[config.mk]
export PLATFORM = sky130hd
export DESIGN_NAME = fir_dec_ctl
export DESIGN_NICKNAME = d
export VERILOG_FILES = /design/src/rtl/fir_dec_ctl.sv
export SDC_FILE = /design/constraint.sdc
export NUM_CORES = 1
export LEC_CHECK = 0
export ABC_AREA = 1
export ABC_CLOCK_PERIOD_IN_PS = 1950
export CORE_UTILIZATION = 45
export DETAILED_ROUTE_END_ITERATION = 16
export GPL_TIMING_DRIVEN = 0
export PLACE_DENSITY_LB_ADDON = 0.05
export SETUP_SLACK_MARGIN = 0.1
export SLEW_MARGIN = 20
export SYNTH_ARGS = -nofsm -noshare
export SYNTH_HDL_FRONTEND = slang
export SYNTH_SLANG_ARGS = --single-unit
[constraint.sdc]
create_clock -name clk -period 1.95 [get_ports clk]
set_input_delay 0.39 -clock clk [delete_from_list [all_inputs] [get_ports clk]]
set_output_delay 0.39 -clock clk [all_outputs]
set_load 0.01 [all_outputs]
[src/rtl/fir_dec_ctl.sv]
// fir_dec_ctl: decimating sequencer that loads DECIM samples into a shift-register FIR,
// starts a pass, and hands the captured result downstream on a valid/ready handshake.
module fir_dec_ctl #(
    parameter int DECIM = 4,
    parameter int NTAPS = 64,
    parameter int CBASE = 0
) (
    input  logic        clk,
    input  logic        rst,
    input  logic [15:0] s_data,
    input  logic        s_valid,
    output logic        s_ready,
    output logic [15:0] fir_din,
    output logic        fir_write,
    output logic        fir_start,
    input  logic [15:0] fir_dout,
    input  logic        fir_rdy,
    input  logic        fir_ovf,
    output logic [15:0] m_data,
    output logic        m_ovf,
    output logic        m_valid,
    input  logic        m_ready,
    output logic        ovf_sticky,
    input  logic        ovf_clr
);
    typedef enum logic [2:0] {INIT, FILL, WR_LAST, START, WAIT, OUT} state_t;
    localparam logic [15:0] CMD  = {1'b0, 7'(NTAPS), 1'b0, 7'(CBASE)};
    localparam logic [3:0]  LAST = 4'(DECIM - 1);
    state_t     r_state;
    logic [3:0] r_cnt;
    assign s_ready = (r_state == FILL);
    always_ff @(posedge clk or negedge rst) begin
        if (!rst) begin
            r_state    <= INIT;
            r_cnt      <= '0;
            fir_din    <= '0;
            fir_write  <= 1'b0;
            fir_start  <= 1'b0;
            m_data     <= '0;
            m_ovf      <= 1'b0;
            m_valid    <= 1'b0;
            ovf_sticky <= 1'b0;
        end else begin
            fir_write <= 1'b0;
            fir_start <= 1'b0;
            // a capture in the same cycle overrides the clear below
            if (ovf_clr) ovf_sticky <= 1'b0;
            case (r_state)
                INIT: if (fir_rdy) r_state <= FILL;
                FILL: if (s_valid) begin
                    fir_write <= 1'b1;
                    fir_din   <= s_data;
                    r_cnt     <= (r_cnt == LAST) ? 4'd0 : r_cnt + 4'd1;
                    if (r_cnt == LAST) r_state <= WR_LAST;
                end
                WR_LAST: begin
                    fir_start <= 1'b1;
                    fir_din   <= CMD;
                    r_state   <= START;
                end
                START: r_state <= WAIT;
                WAIT: if (fir_rdy) begin
                    m_data  <= fir_dout;
                    m_ovf   <= fir_ovf;
                    m_valid <= 1'b1;
                    if (fir_ovf) ovf_sticky <= 1'b1;
                    r_state <= OUT;
                end
                OUT: if (m_ready) begin
                    m_valid <= 1'b0;
                    r_state <= FILL;
                end
                default: r_state <= INIT;
            endcase
        end
    end
endmodule

==> run_results.csv, run 1 <==
group,metric,value,unit
drt,wl,3800,µm
final_layout,drive_above_1_share,0.0816,
clock_tree,post_cts_resized,3,
floorplanning,start_util,0.481,
pwr,p_total,3830,µW
min_path,hold_class,"input port to async pin",
clock_tree,cts_root_buffer,"clkbuf_8",
pwr,ir_worst_vdd,0.946,mV
drt,ant_nets,0,
floorplanning,rows,22,
setup_path,worstSetupStartpointType,"flip-flop",
global_routing,antenna_found_initial,0,
global_routing,grt_pass1_vias,1545,
setup_path,r2r-end,"m_data[11]$_DFFE_PN0P_",
final_layout,syn2layout_area_growth,52.2,%
sta,finalClockSkew,0.00893,ns
drt,drc_errors,0,
sta,fmax,0.588,GHz
clock_tree,numCtsBuffers,5,
yosys,yosysWarnings,0,
clock_tree,post_cts_buffers,0,
final_layout,fin_area,2760,µm²
sta,layout_setup_ws,0.250,ns
clock_tree,htree_levels,2,
setup_path,critPathMaxFanout,5,
run_status,outcome,"completed",
sta,layout_worst_path_cycle_share,0.872,
sta,hold_viol_final,0,
floorplanning,dieHeight,65.5,µm
placed_design,place_ws,0.0864,ns
final_layout,nNetsFinal,333,
drt,drtPass1Iterations,5,
setup_path,critPathLaunch,"r_state[2]$_DFFE_PN0P_",
global_routing,grt_max_degree,29,
setup_path,reg2reg_depth,7,
setup_path,required,1.56,ns
yosys,synth_area_per_cell,8.69,µm²
setup_path,rr_startpoint,"r_state[1]$_DFFE_PN0P_",
setup_path,r2r_setup_slack,0.47,ns
drt,vias_per_cell,4.59,
drt,dr.first_iter.drc_count,51,
clock_tree,cts.sinks,44,
sta,worst_slew_pin_slew,0.391,ns
sta,slew_viol_final,0,
clock_tree,clock_path_buffers,2,
flow_run,cap_violations,0,
global_routing,gr-usage-all-layers,0.204,
floorplanning,io_pins,77,
floorplanning,dieArea,4290,µm²
floorplanning,die_x,65.5,µm
drt,wl_per_cell,11.1,µm
final_layout,diodes,0,
sta,rsz0062_at_grt,"no",
yosys,syn_area,1820,µm²
setup_path,endpoint_kind,"primary output",
pwr,powerDensity,1390,nW/µm²
placed_design,dpl.hpwl,2810,µm
yosys,ys_seq_area_frac,0.606,
clock_tree,clk_pin_slew_worst_paths,0.09,ns
yosys,synth.net_count,249,
setup_path,cp-endpoint,"s_ready",
global_routing,grt_overflow,0,
setup_path,crit_arrival,1.31,ns
drt,vias,1571,
clock_tree,cts_tree,"built",
yosys,ys_ff_latch,44,
pwr,p_leak,0.00134,µW
placed_design,gp_congestion,0.884,
placed_design,dpl_cell_area,2650,µm²
floorplanning,coreArea,3770,µm²
setup_path,crit_type,"flip-flop to primary output",
yosys,netlist_instances,209,
placed_design,port-buffer-count,76,
global_routing,grt_pass1_wl,6510,µm
clock_tree,cts.hold.buffers_added,0,
sta,setup_viol,0,
yosys,synthDistinctLibCells,19,
sta,fin_crit,1.70,ns
clock_tree,worstSkewPairLatency,0.29,ns
sta,maxSlewHeadroom,0.739,
==> sequential cells by signal, indices dropped and copies added, names as in the netlist <==
signal and cells:
fir_din 16, fir_start 1, fir_write 1, m_data 16, m_ovf 1, m_valid 1
ovf_sticky 1, r_cnt 4, r_state 3
==> area by class of cell <==
class	count	area (µm²)
buffer	5	33.8
fill	306	1010
multi-input combinational	133	584
tap	48	60.1
timing repair buffer	77	774
clock inverter	2	35.0
clock buffer	6	72.6
sequential	44	1100
inverter	27	101
==> per-layer routing <==
layer  vias to the layer above  part of all wire  track usage
met5                         -                 0            0
met4                         0            0.0060       0.0897
met3                         4             0.068       0.0625
met2                        57              0.46        0.339
met1                       705              0.46        0.243
li1                        805                 -            -
==> stage by stage <==
step | instances | hold slack [ns] | utilization | setup TNS (ns)
CTS | 342 | 0.00800 | 0.733 | 0
detailed placement | 334 | 0.332 | 0.703 | 0
floorplan | 209 | 0.0944 | - | 0
global route | 342 | 0.0209 | 0.733 | 0
finish | 342 | 0.00383 | 0.733 | 0
global placement | 333 | 0.453 | 0.699 | -28.46
==> cells in the final DEF (no fill, tap or decap), drive strengths merged <==
cell / netlist / routed
clkdlybuf4s50: 0 / 74
a21oi: 4 / 4
nand4: 2 / 2
nand3: 4 / 4
dfrtp: 44 / 44
o22ai: 1 / 1
o21ai: 20 / 20
clkinv: 0 / 1
buf: 5 / 7
nor2: 8 / 8
ha: 1 / 1
nand2: 91 / 91
xnor2: 1 / 1
inv: 27 / 27
dlygate4sd2: 0 / 1
clkbuf: 0 / 6
bufinv: 0 / 1
nor3: 1 / 1
==> power by group <==
part | switching (µW) | internal (µW) | leakage (µW) | total (µW)
logic | 804 | 871 | 0.000718 | 1670
clock network | 291 | 380 | 0.0000552 | 671
registers | 207 | 1280 | 0.000562 | 1480
total | 1300 | 2530 | 0.00134 | 3830
==> worst min-delay path by stage <==
stage	from	end	slack [ns]	depth (start not counted)
2_1_floorplan	rst	fir_din[0]$_DFFE_PN0P_	0.09	0
4_1_cts	rst	m_data[8]$_DFFE_PN0P_	0.008	1
3_5_place_dp	rst	fir_din[5]$_DFFE_PN0P_	0.33	1
5_1_grt	rst	m_data[8]$_DFFE_PN0P_	0.02	1
3_3_place_gp	m_data[13]$_DFFE_PN0P_	m_data[13]$_DFFE_PN0P_	0.45	2
6_report	rst	m_data[8]$_DFFE_PN0P_	0.004	1
==> critical path: stages, from the launching register on <==
cell and delay (ns):
dfrtp_1 0.42, nor2_2 0.15, nand2_2 0.10, inv_1 0.09, dlygate4sd2_1 0.26
==> synth_stat cells <==
master    n  share of area
o21ai_0  16          0.044
dfrtp_1  44           0.61
nand4_1   2         0.0069
inv_2     4         0.0083
nor3_4    1         0.0090
nand2_1  90           0.19
o22ai_2   1         0.0069
inv_1    23          0.048
nand2_2   1         0.0034
buf_2     3         0.0083
xnor2_1   1         0.0048
nand3_1   4          0.011
nor2_2    1         0.0034
a21oi_1   4          0.011
o21ai_1   4          0.011
buf_6     1         0.0062
buf_4     1         0.0041
ha_1      1         0.0069
nor2_1    7          0.014
==> cells by family after synthesis <==
logic type	share of synthesized area
AO/OA/AOI/OAI	0.0731
XOR/XNOR	0.00483
adder cells (fa/ha/maj)	0.00689
buffers and inverters	0.0744
flip-flops	0.606
AND/OR/NAND/NOR	0.234
No activity file was read; power rests on OpenSTA's default activity.
==> run 2, diff against run 1 <==
--- a/config.mk
+++ b/config.mk
@@ -6,8 +6,7 @@
 export NUM_CORES = 1
 export LEC_CHECK = 0
 export ABC_AREA = 1
-export ABC_CLOCK_PERIOD_IN_PS = 1950
-export CORE_UTILIZATION = 45
+export CORE_UTILIZATION = 42
 export DETAILED_ROUTE_END_ITERATION = 16
 export GPL_TIMING_DRIVEN = 0
 export PLACE_DENSITY_LB_ADDON = 0.05
==> constraint.sdc (replaced) <==
create_clock -name clk -period 1.8 [get_ports clk]
set_input_delay 0.36 -clock clk [delete_from_list [all_inputs] [get_ports clk]]
set_output_delay 0.36 -clock clk [all_outputs]
set_load 0.01 [all_outputs]
==> run 2 against run 1 <==
Against the previous run: core utilization fell by 5.2 points; sequential cell count did not move; worst setup slack got worse by 0.024 ns; critical path type unchanged; register-to-register slack got worse by 0.18 ns; clock skew fell by 0.0013 ns; critical path depth fell by 3; power rose by 10%.
==> run_results.csv, run 2 (synthesized netlist as in run 1, its figures left out) <==
group,metric,value,unit
run_status,outcome,"completed",
global_routing,antenna_found_initial,0,
clock_tree,cts.sinks,44,
clock_tree,clk_pin_slew_worst_paths,0.08,ns
clock_tree,cts_tree,"built",
final_layout,final_cell_count_no_fill,344,
sta,finalClockSkew,0.00760,ns
final_layout,nNetsFinal,333,
setup_path,crit_chain,"clkdlybuf4s50_1",
global_routing,grt_pass1_wl,6190,µm
sta,worst_slew_pin_slew,0.479,ns
sta,fmax,0.635,GHz
final_layout,nFillCells,358,
floorplanning,die_x,67.7,µm
final_layout,regArea,1100,µm²
final_layout,multiInputGateArea,584,µm²
drt,vias,1562,
floorplanning,dieArea,4590,µm²
pwr,p_switching,1410,µW
drt,drc_errors,0,
clock_tree,numCtsBuffers,5,
pwr,comb_power_share,0.429,
drt,drtPass1Iterations,4,
drt,wl_per_cell,11.1,µm
setup_path,rr_startpoint,"r_state[0]$_DFFE_PN0P_",
floorplanning,dieHeight,67.7,µm
sta,rsz0062_at_grt,"no",
placed_design,placedCellCount,336,
final_layout,drive_above_1_share,0.0884,
placed_design,port-buffer-count,76,
setup_path,critPathMaxFanout,2,
final_layout,diodes,0,
setup_path,r2r-end,"m_data[14]$_DFFE_PN0P_",
drt,dr.first_iter.drc_count,80,
setup_path,reg2reg_depth,7,
setup_path,crit_family,"buffers and inverters",
drt,vias_per_cell,4.54,
pwr,ir_worst_vdd,0.784,mV
clock_tree,worstSkewPairLatency,0.29,ns
placed_design,dpl.hpwl,2840,µm
final_layout,syn2layout_area_growth,53.1,%
placed_design,gp_congestion,0.901,
sta,fin_crit,1.57,ns
sta,layout_worst_path_cycle_share,0.875,
setup_path,crit_arrival,1.21,ns
setup_path,crit_cells,1,
pwr,powerDensity,1520,nW/µm²
final_layout,final_cell_mix,"nand2_1, clkdlybuf4s50_1, dfrtp_1",
pwr,power_switching_share,0.333,
final_layout,top_regs,"fir_din x16, m_data x16, r_cnt x4",
setup_path,critPathLaunch,"m_data[15]$_DFFE_PN0P_",
clock_tree,cts_root_buffer,"clkbuf_8",
floorplanning,rows,23,
clock_tree,clock_path_buffers,2,
global_routing,grt_max_degree,26,
min_path,hold_class,"input port to async pin",
floorplanning,coreArea,4090,µm²
setup_path,r2r_setup_slack,0.29,ns
setup_path,worstSetupStartpointType,"flip-flop",
final_layout,final_util,0.680,
clock_tree,htree_levels,2,
pwr,p_seq_frac,0.381,
sta,maxSlewHeadroom,0.681,
setup_path,cp_slowest_cell,"clkdlybuf4s50_1",
sta,setup_viol,0,
final_layout,final_common_cell,"nand2_1",
floorplanning,io_pins,77,
setup_path,cp-endpoint,"m_data[15]",
sta,slew_viol_final,0,
global_routing,gr-usage-all-layers,0.188,
floorplanning,start_util,0.444,
pwr,p_leak,0.00134,µW
flow_run,cap_violations,0,
drt,wl,3830,µm
global_routing,grt_overflow,0,
setup_path,crit_type,"flip-flop to primary output",
setup_path,critPathBufInv,1,
setup_path,endpoint_kind,"primary output",
sta,hold_viol_final,0,
setup_path,critPathMaxStageDelay,0.55,ns
drt,ant_nets,0,
pwr,clock_power_share,0.190,
global_routing,grt_pass1_vias,1427,
pwr,power.internal,2810,µW
setup_path,required,1.44,ns
## run 2: power groups by stage
stage	logic, µW	clock network (µW)	registers [µW]
after floorplan	688	0	1770
after global placement	1800	0	1600
after detailed placement	1850	0	1610
after CTS	1850	836	1610
after global routing	2030	876	1650
final	1810	803	1610
## run 2: worst register-to-register path, cell delays in order (launching register included)
cell,delay (ns)
dfrtp_1,0.44
inv_2,0.11
nand2_2,0.08
nor3_4,0.33
inv_2,0.17
buf_6,0.18
nand2_1,0.06
nand2_1,0.04
## run 2: metal layers
metal	vias up	part of all wire	GRT usage
li1	808	-	-
met1	696	0.46	0.227
met2	53	0.45	0.306
met3	5	0.076	0.0659
met4	0	0.014	0.0718
met5	-	0	0
## run 2: timing repair
| action | CTS | global route |
|---|---|---|
| endpoints found under the setup margin | 1 | 1 |
| hold buffers | 0 | 0 |
| buffers inserted | 0 | 0 |
| gates resized for setup | 3 | 2 |
| pin swaps | 0 | 1 |
## run 2: layout make-up
cell class | count | share of cell area
flip-flops and latches | 44 | 0.396
repair buffers | 77 | 0.277
multi-input cells | 133 | 0.210
inverters | 27 | 0.0365
clock buffers | 7 | 0.0347
well taps | 50 | 0.0225
plain buffers | 5 | 0.0122
clock inverters | 1 | 0.0108
## run 2: through the flow
stage	setup WS, ns	hold WS [ns]	total power, µW	setup TNS [ns]	cell area, µm²
global placement	-0.830	0.454	3410	-36.95	2640
detailed placement	-0.0693	0.349	3460	-0.546	2650
global route	0.127	0.0456	4560	0	2780
finish	0.226	0.0200	4220	0	2780
floorplan	0.542	0.0644	2450	0	1820
CTS	0.120	0.0273	4290	0	2780
## run 2: how the worst min path moves through the flow
stage               cells past startpoint                    from                endpoint
floorplan                               0                     rst  fir_din[0]$_DFFE_PN0P_
global placement                        2  m_data[11]$_DFFE_PN0P_  m_data[11]$_DFFE_PN0P_
detailed placement                      1                     rst  fir_din[2]$_DFFE_PN0P_
CTS                                     1                     rst   m_data[0]$_DFFE_PN0P_
global route                            1                     rst  r_state[1]$_DFFE_PN0P_
finish                                  1                     rst   m_data[0]$_DFFE_PN0P_
==> run 3, diff against run 2 <==
--- a/config.mk
+++ b/config.mk
@@ -5,8 +5,7 @@
 export SDC_FILE = /design/constraint.sdc
 export NUM_CORES = 1
 export LEC_CHECK = 0
-export ABC_AREA = 1
-export CORE_UTILIZATION = 42
+export CORE_UTILIZATION = 41
 export DETAILED_ROUTE_END_ITERATION = 16
 export GPL_TIMING_DRIVEN = 0
 export PLACE_DENSITY_LB_ADDON = 0.05
==> constraint.sdc (replaced) <==
create_clock -name clk -period 1.5 [get_ports clk]
set_input_delay 0.3 -clock clk [delete_from_list [all_inputs] [get_ports clk]]
set_output_delay 0.3 -clock clk [all_outputs]
set_load 0.01 [all_outputs]
==> run 3 against run 2 <==
Against the previous run: the flow now finishes with violations (negative setup slack); clock-buffer cell count fell by 1; via count fell by 17%; critical path depth rose by 4; synthesized area decreased by 4.3%; critical path type is now flip-flop to flip-flop; largest cell class unchanged.
==> run_results.csv, run 3 <==
group,metric,value,unit
run_status,outcome,"finished with violations",
run_status,violations,"negative setup slack",
yosys,async_flop_share,1.00,
yosys,synth_top_flop_cell,"dfrtp_1",
pwr,ir_worst_vdd,1.03,mV
floorplanning,rows,23,
floorplanning,start_util,0.431,
yosys,ys_ff_latch,44,
pwr,powerDensity,1770,nW/µm²
sta,fmax,0.661,GHz
setup_path,reg2reg_depth,5,
yosys,synth.net_count,156,
sta,fin_tns_setup,-0.0317,ns
yosys,synth_top_area_frac,0.634,
yosys,syn_area,1740,µm²
drt,dr.first_iter.drc_count,53,
yosys,synthDistinctLibCells,28,
placed_design,placedCellCount,243,
yosys,synth_edf_count,0,
clock_tree,worstSkewPairLatency,0.29,ns
clock_tree,cts_tree,"built",
setup_path,cp_slowest_cell,"dfrtp_2",
final_layout,syn2layout_area_growth,65.8,%
drt,drc_errors,0,
yosys,synth_area_leaders,"dfrtp_1, a22o_1, mux2_4, mux2_2, buf_6",
drt,wl,4100,µm
global_routing,antenna_found_initial,0,
sta,layout_setup_ws,-0.0136,ns
setup_path,crit_arrival,1.69,ns
setup_path,worstSetupStartpointType,"flip-flop",
setup_path,r2r_setup_slack,-0.01,ns
final_layout,final_cell_mix,"dfrtp_1, clkdlybuf4s50_1, dlygate4sd2_1",
global_routing,grt_pass1_wl,6200,µm
sta,rsz0062_at_grt,"yes",
sta,finalClockSkew,0.00314,ns
floorplanning,coreArea,4030,µm²
global_routing,gr-usage-all-layers,0.193,
sta,fin_crit,1.51,ns
yosys,ys_seq_area_frac,0.634,
flow_run,cap_violations,0,
clock_tree,htree_levels,2,
drt,vias,1292,
sta,layout_worst_path_cycle_share,1.01,
final_layout,nNetsFinal,253,
placed_design,dpl_cell_area,2580,µm²
floorplanning,dieArea,4500,µm²
placed_design,port-buffer-count,76,
yosys,synth_most_common_cell,"dfrtp_1",
floorplanning,die_x,67.1,µm
sta,hold_viol_final,0,
setup_path,endpoint_kind,"flip-flop",
sta,worst_slew_pin_slew,0.268,ns
drt,vias_per_cell,4.89,
global_routing,grt_max_degree,35,
clock_tree,cts.sinks,44,
final_layout,diodes,0,
yosys,netlist_instances,116,
final_layout,final_cell_count_no_fill,264,
clock_tree,clk_pin_slew_worst_paths,0.08,ns
final_layout,top_regs,"fir_din x16, m_data x16, r_cnt x4",
drt,wl_per_cell,15.5,µm
global_routing,grt_overflow,0,
floorplanning,io_pins,77,
clock_tree,numCtsBuffers,5,
yosys,yosysWarnings,0,
sta,maxSlewHeadroom,0.821,
pwr,p_leak,0.00143,µW
final_layout,fin_area,2880,µm²
floorplanning,dieHeight,67.1,µm
final_layout,final_common_cell,"dfrtp_1",
setup_path,critPathMaxStageDelay,0.42,ns
setup_path,r2r-end,"m_data[11]$_DFFE_PN0P_",
yosys,yosys.area.top_type,"dfrtp_1",
drt,ant_nets,0,
sta,slew_viol_final,0,
setup_path,rr_startpoint,"r_state[0]$_DFFE_PN0P_",
clock_tree,clock_path_buffers,2,
global_routing,grt_pass1_vias,1302,
setup_path,cpMostUsedCell,"buf_6",
sta,holdWs,0.409,ns
placed_design,dpl.hpwl,2710,µm
clock_tree,cts_root_buffer,"clkbuf_8",
final_layout,drive_above_1_share,0.290,
min_path,hold_class,"input port to async pin",
placed_design,gp_congestion,0.747,
yosys,ys_top_cells_by_count,"dfrtp_1, a22o_1, mux2_2",
drt,drtPass1Iterations,4,
yosys,synth_area_per_cell,15.0,µm²
setup_path,critPathMaxFanout,7,
setup_path,crit_chain,"buf_6, and4bb_1, buf_6, clkbuf_16, mux2_4",
sta,setup_viol,3,
setup_path,crit_type,"flip-flop to flip-flop",
setup_path,required,1.68,ns
## run 3: critical path: cells and delay by family (launching register included)
kind | cells | cell delay, ns
and+or+nand+nor | 1 | 0.25
DFF | 1 | 0.42
buffers and inverters | 3 | 0.44
muxes | 1 | 0.29
## run 3: final cells by class
type	instances	area [µm²]
fillers	288	1150
multi-input cells	63	659
inverters	3	11.3
clock buffers	6	82.6
clock inverters	2	10.0
well taps	50	62.6
repair buffers	90	880
flip-flops and latches	44	1100
plain buffers	6	72.6
## run 3: what timing repair did
item / in CTS / in global routing
hold endpoints to repair: 10 / 0
setup endpoints to repair: 59 / 38
hold buffers: 1 / 0
cloned: 1 / 1
resized for setup: 65 / 17
pin swaps: 6 / 7
buffers inserted: 7 / 3
## run 3: report_power, final
group | internal [µW] | leakage [µW] | switching [µW]
logic | 1440 | 0.000823 | 968
registers | 1660 | 0.000555 | 269
clock network | 367 | 0.0000510 | 384
total | 3470 | 0.00143 | 1620
## run 3: how the worst max path moves through the flow
stage,startpoint,end,slack [ns],depth (start not counted)
final,r_state[0]$_DFFE_PN0P_,m_data[11]$_DFFE_PN0P_,-0.01,5
after CTS,r_state[0]$_DFFE_PN0P_,m_data[9]$_DFFE_PN0P_,-0.02,5
after floorplan,r_state[1]$_DFFE_PN0P_,m_data[10]$_DFFE_PN0P_,0.07,5
after detailed placement,fir_rdy,m_data[9]$_DFFE_PN0P_,-0.27,5
after global placement,rst,fir_din[11]$_DFFE_PN0P_,-0.95,1
after global routing,r_state[0]$_DFFE_PN0P_,m_data[11]$_DFFE_PN0P_,-0.05,5
## run 3: cell families (layout without fill, tap and decap cells)
kind of cell    after synthesis  count (layout)  synth area share
xor+xnor                      1               1           0.00504
mux                          19              19             0.140
flops                        44              44             0.634
fa+ha+maj                     1               1           0.00720
compound gates               26              26             0.114
buf+inv                       9             107            0.0360
simple gates                 16              16            0.0634
## run 3: metrics by stage
step           power, µW  worst slack [ns]  utilization
2_1_floorplan       3020            0.0704            -
3_3_place_gp        4150            -0.953        0.637
3_5_place_dp        4230            -0.269        0.640
4_1_cts             5000           -0.0173        0.689
5_1_grt             5440           -0.0458        0.715
6_report            5090           -0.0136        0.715
## run 3: metal layers
metal / wire length (µm) / GRT usage / vias up
met5: 0 / 0 / -
met4: 63 / 0.0957 / 0
met3: 278 / 0.0445 / 7
met2: 2000 / 0.296 / 56
met1: 1750 / 0.254 / 615
li1: - / - / 614
